File: config.mk
export PLATFORM = sky130hd
export DESIGN_NAME = pipeline_sequencer
export DESIGN_NICKNAME = d
export VERILOG_FILES = /design/src/rtl/pipeline_sequencer.sv
export SDC_FILE = /design/constraint.sdc
export NUM_CORES = 1
export LEC_CHECK = 0
export ABC_AREA = 0
export ABC_CLOCK_PERIOD_IN_PS = 2200
export CELL_PAD_IN_SITES_DETAIL_PLACEMENT = 0
export CELL_PAD_IN_SITES_GLOBAL_PLACEMENT = 1
export CORE_UTILIZATION = 29
export DETAILED_ROUTE_END_ITERATION = 8
export GPL_TIMING_DRIVEN = 0
export PLACE_DENSITY = 0.88
export SLEW_MARGIN = 0
export SYNTH_ARGS = -nofsm -noshare
export SYNTH_HDL_FRONTEND = slang
export SYNTH_SLANG_ARGS = --single-unit
File: constraint.sdc
create_clock -name clk -period 2.2 [get_ports clk]
set_input_delay 0.33 -clock clk [delete_from_list [all_inputs] [get_ports clk]]
set_output_delay 0.33 -clock clk [all_outputs]
set_load 0.05 [all_outputs]
File: src/rtl/pipeline_sequencer.sv
// Run-control / hazard sequencer for the 5-stage pipeline: run, step, load-use stall, branch flush, drain-to-halt.
// Latency: segment controls are combinational from registered state; state/step_done/stall_count update one cycle later.
// Backpressure: none; a load-use hazard freezes PC and IF/ID and injects an ID/EX bubble.
module pipeline_sequencer #(
    parameter int DRAIN_CYCLES = 4
) (
    input  logic        clk,
    input  logic        reset,
    input  logic        dbg_run,
    input  logic        dbg_step,
    input  logic        dbg_halt,
    input  logic        id_halt_instr,
    input  logic [4:0]  id_rs,
    input  logic [4:0]  id_rt,
    input  logic [4:0]  ex_rt,
    input  logic        ex_m_mem_read,
    input  logic        id_branch_taken,
    output logic        pc_en,
    output logic        if_id_en,
    output logic        if_id_flush,
    output logic        id_ex_bubble,
    output logic        pipe_en,
    output logic [2:0]  state,
    output logic        halted,
    output logic        step_done,
    output logic [15:0] stall_count
);
    localparam logic [2:0] S_IDLE   = 3'd0;
    localparam logic [2:0] S_RUN    = 3'd1;
    localparam logic [2:0] S_STEP   = 3'd2;
    localparam logic [2:0] S_DRAIN  = 3'd3;
    localparam logic [2:0] S_HALTED = 3'd4;
    localparam int CW = $clog2(DRAIN_CYCLES + 1);

    logic [2:0]    state_q;
    logic [2:0]    state_d;
    logic [CW-1:0] drain_cnt;
    logic          active;
    logic          stop;
    logic          load_use;

    assign active   = (state_q == S_RUN) || (state_q == S_STEP);
    assign stop     = active && (dbg_halt || id_halt_instr);
    assign load_use = ex_m_mem_read && (ex_rt != 5'd0) && ((ex_rt == id_rs) || (ex_rt == id_rt));

    always_ff @(posedge clk) begin
        if (!reset) begin
            state_q <= S_IDLE;
        end else begin
            state_q <= state_d;
        end
    end

    always_comb begin
        state_d = S_IDLE;
        case (state_q)
            S_IDLE: begin
                if (dbg_halt)      state_d = S_DRAIN;
                else if (dbg_step) state_d = S_STEP;
                else if (dbg_run)  state_d = S_RUN;
                else               state_d = S_IDLE;
            end
            S_RUN:    state_d = stop ? S_DRAIN : S_RUN;
            S_STEP:   state_d = stop ? S_DRAIN : S_IDLE;
            // A counter of 0 here can only come from a corrupted state; treat it as expired.
            S_DRAIN:  state_d = (drain_cnt <= CW'(1)) ? S_HALTED : S_DRAIN;
            S_HALTED: state_d = S_HALTED;
            default:  state_d = S_IDLE;
        endcase
    end

    always_comb begin
        pc_en        = 1'b0;
        if_id_en     = 1'b0;
        if_id_flush  = 1'b0;
        id_ex_bubble = 1'b0;
        pipe_en      = 1'b0;
        case (state_q)
            S_RUN, S_STEP: begin
                // Halt wins over load-use, which wins over branch (branch operands not yet valid).
                if (stop || load_use) begin
                    id_ex_bubble = 1'b1;
                    pipe_en      = 1'b1;
                end else begin
                    pc_en       = 1'b1;
                    if_id_en    = 1'b1;
                    pipe_en     = 1'b1;
                    if_id_flush = id_branch_taken;
                end
            end
            S_DRAIN: begin
                id_ex_bubble = 1'b1;
                pipe_en      = 1'b1;
            end
            default: ;
        endcase
    end

    always_ff @(posedge clk) begin
        if (!reset) begin
            drain_cnt   <= '0;
            step_done   <= 1'b0;
            stall_count <= 16'd0;
        end else begin
            if (state_q != S_DRAIN && state_d == S_DRAIN) begin
                drain_cnt <= CW'(DRAIN_CYCLES);
            end else if (state_q == S_DRAIN && drain_cnt != '0) begin
                drain_cnt <= drain_cnt - CW'(1);
            end
            step_done <= (state_q == S_STEP) && !stop;
            if (active && !stop && load_use && stall_count != 16'hFFFF) begin
                stall_count <= stall_count + 16'd1;
            end
        end
    end

    assign state  = state_q;
    assign halted = (state_q == S_HALTED);
endmodule

==> results.yml <==
cts:
  postCtsHoldBufs: 0
  path_clk_slew_ns: 0.09
  tritoncts_sink_count: 23
  depth_of_the_cts_h_tree: 1
  ctsRootBufferMaster: "clkbuf_8"
  cts_inserted_buffers: 3
  clkLatencyLatePin_ns: 0.27
  number_of_buffers_on_the_longest_clock_path: 2
  cts_tree: "yes"
timing:
  maxClockFrequency_mhz: 457.4
  tns_ns: 0
  grt_setup_unrepaired: "true"
  clock_skew_ns: 0.002270
  timing.max_slew.rel_slack_pct: 65.74
  worst_slack_ns: 0.01390
  final-setup-viol-count: 0
  slew_viols_final: 0
  final.min_clock_period_ns: 2.186
  worst_margin_slew_ns: 0.5130
  fin_crit_sh_pct: 99.37
  timing_hold_violations_final: 0
global_route:
  remaining_global_route_overflow: 0
  number_of_antenna_violations_at_the_first_check_in_global_routing: 0
  grt_pass1_wl_mm: 5.630
  grt_use_total_pct: 13.72
  first_global_vias: 1276
  grt_start_max_net_pins: 14
die:
  placementRows: 24
  floorplan.initialDensity_pct: 31.03
  core_area_sq_um: 4504
  number_of_top_level_pins: 49
  total_die_area_sq_um: 5101
  die-height_um: 71.42
  chipWidth_um: 71.42
worst_setup_path:
  timing.critical_path.from: "state[0]$_SDFF_PN0_"
  capturing_element_type_of_the_critical_path: "flip-flop"
  critical_path.max_fanout: 6
  worstPathRequired_ns: 2.40
  critical_path_class: "flip-flop to flip-flop"
  regToRegStartpoint: "state[0]$_SDFF_PN0_"
  worst_ep_arrival_time_ns: 2.39
  timing.reg2reg.worst_path_depth: 6
  r2r-end: "stall_count[5]$_SDFFE_PN0P_"
  setup.reg_to_reg.worst_slack_ns: 0.01
  timing.critical_path.from_type: "flip-flop"
flow_run:
  max_cap_violations: 0
place:
  detailedPlacementHpwl_mm: 2.512
  post-place-ws_ns: -1.172
  port_buffers: 48
  gp_congestion: 0.7795
logic_synthesis:
  postSynthCellCount: 171
  syn_area_sq_um: 1398
  synth.yosys.warnings: 0
  top_cell_type_by_total_area_after_synthesis: "dfxtp_1"
  ys_top_cells_by_area: "dfxtp_1 33%, xnor2_1 7.5%, xor2_1 5.6%"
  avgSynthCellArea_sq_um: 8.173
  synth.net_count: 198
  yosysMostFrequentCell: "dfxtp_1"
  synth_enable_flop_cells: 0
  synth-main-ff-cell: "dfxtp_1"
  netlist.area_leader.share_pct: 32.95
  synth.yosys.seq_area_share_pct: 32.95
  async_flop_share_pct: 0
  cell_types_with_the_highest_counts_after_synthesis: "23 x dfxtp_1, 19 x nor2_1, 17 x nand2_1"
  synthesized_flop_and_latch_total: 23
  synth.distinct_cells: 41
route:
  drt_first_pass_iters: 4
  dr.first_iter.drc_count: 38
  viasPerCell: 4.961
  route.antenna.remaining_nets: 0
  routed_wirelength_mm: 3.486
  detail_route.wl_per_cell_um: 12.23
  remaining_drc_errors: 0
  route.vias.total: 1414
hold_path:
  timing.hold.worst_endpoint: "drain_cnt[1]$_SDFFE_PP0P_"
  worst_hold_startpoint: "drain_cnt[1]$_SDFFE_PP0P_"
  hold_class: "flip-flop to flip-flop"
  worst_hold_path_depth: 2
finish:
  fillerInstances: 438
  drive_above_1_share_pct: 17.60
  layout-area-overhead-vs-synth_pct: 56.67
  final_core_util_pct: 48.61
  insertedDiodeCount: 0
  number_of_nets_in_the_layout: 261
power:
  clkPwrFrac_pct: 26.2
  worst_ir_drop_vdd_v: 0.0002273
  net-switching-power_uw: 335.3
  static-leakage-power_uw: 0.0009075
  comb_power_share_pct: 30.8
  sw_frac_of_total_pct: 32.17
  internal_power_uw: 706.8
  power.sequential.fraction_pct: 43.1
  cellPowerDensity_nw_per_um2: 475.9
status:
  run_status: "finished clean"
[cell usage in the layout, fill, tap and decap left out, types with 9 or more instances in the layout]
cell type and n:
dfxtp_1 20, xor2_1 9, buf_4 13, dlymetal6s2s_1 12, nand2_1 17, nand3_1 9
nor2_1 18, xnor2_1 11, a21oi_1 9, clkdlybuf4s50_1 26
[timing repair]
item,CTS,global route
setup endpoints to repair,7,10
pin swaps,7,16
setup buffers,8,5
gates resized for setup,48,21
[cells by family (layout without fill, tap and decap cells)]
group	count (synthesis)	after routing	synth area share [%]
AND/OR/NAND/NOR	81	81	29.90
AO/OA/AOI/OAI	27	27	13.52
flip-flops	23	23	32.95
XOR/XNOR	21	21	13.16
buffers and inverters	12	74	4.745
adder cells (fa/ha/maj)	4	4	3.581
multiplexers	3	3	2.149
[critical path, stage by stage (launching register included)]
cell and delay, ns:
dfxtp_4 0.38, xnor2_4 0.14, or4_4 0.60, a311oi_4 0.31, nand2_2 0.11, or4_4 0.43
a21oi_2 0.15
[metrics by stage]
stage               std cells  area, sq um  power [uW]  hold WS, ns
floorplan                 171         1420       633.0       0.4725
global placement          271         1966       739.1       0.4841
detailed placement        271         1966       740.3       0.4917
CTS                       283         2118        1033       0.5042
global route              285         2190        1092       0.5515
finish                    285         2190        1042       0.5013
[metal layers]
metal,vias to the layer above,part of all wire [%],track usage [%],wire [um]
met2,38,46,22.22,1602
met3,5,3.8,2.250,132
met4,0,1.4,4.667,50
li1,732,-,-,-
met1,639,49,18.53,1700
met5,-,0,0,0
[registers in the layout (all words and copies together) (netlist names)]
register / count
stall_count: 16
state: 3
drain_cnt: 3
step_done: 1
[how the worst max path moves through the flow]
| stage | end | cells after the start |
|---|---|---|
| floorplan | if_id_flush | 4 |
| CTS | stall_count[5]$_SDFFE_PN0P_ | 8 |
| global placement | if_id_flush | 6 |
| global route | stall_count[5]$_SDFFE_PN0P_ | 6 |
| detailed placement | if_id_flush | 6 |
| finish | stall_count[5]$_SDFFE_PN0P_ | 6 |
[layout make-up]
cell class                 count  area [sq um]  area share (%)
buffer                         3         22.52           1.029
clock buffer                   3         41.29           1.886
clock inverter                 1         5.005          0.2286
inverter                       6         22.52           1.029
multi-input combinational    136         960.9           43.89
sequential                    23         469.2           21.43
tap                           52         65.06           2.971
timing repair buffer          61         603.1           27.54
[power groups by stage]
stage / Combinational (uW) / Clock, uW / Sequential [uW]
after floorplan: 161 / 0 / 472
final: 320 / 273 / 449
after global placement: 291 / 0 / 448
after detailed placement: 292 / 0 / 448
after global routing: 343 / 297 / 452
after CTS: 312 / 283 / 439
Power figures use the tool's default switching activity.
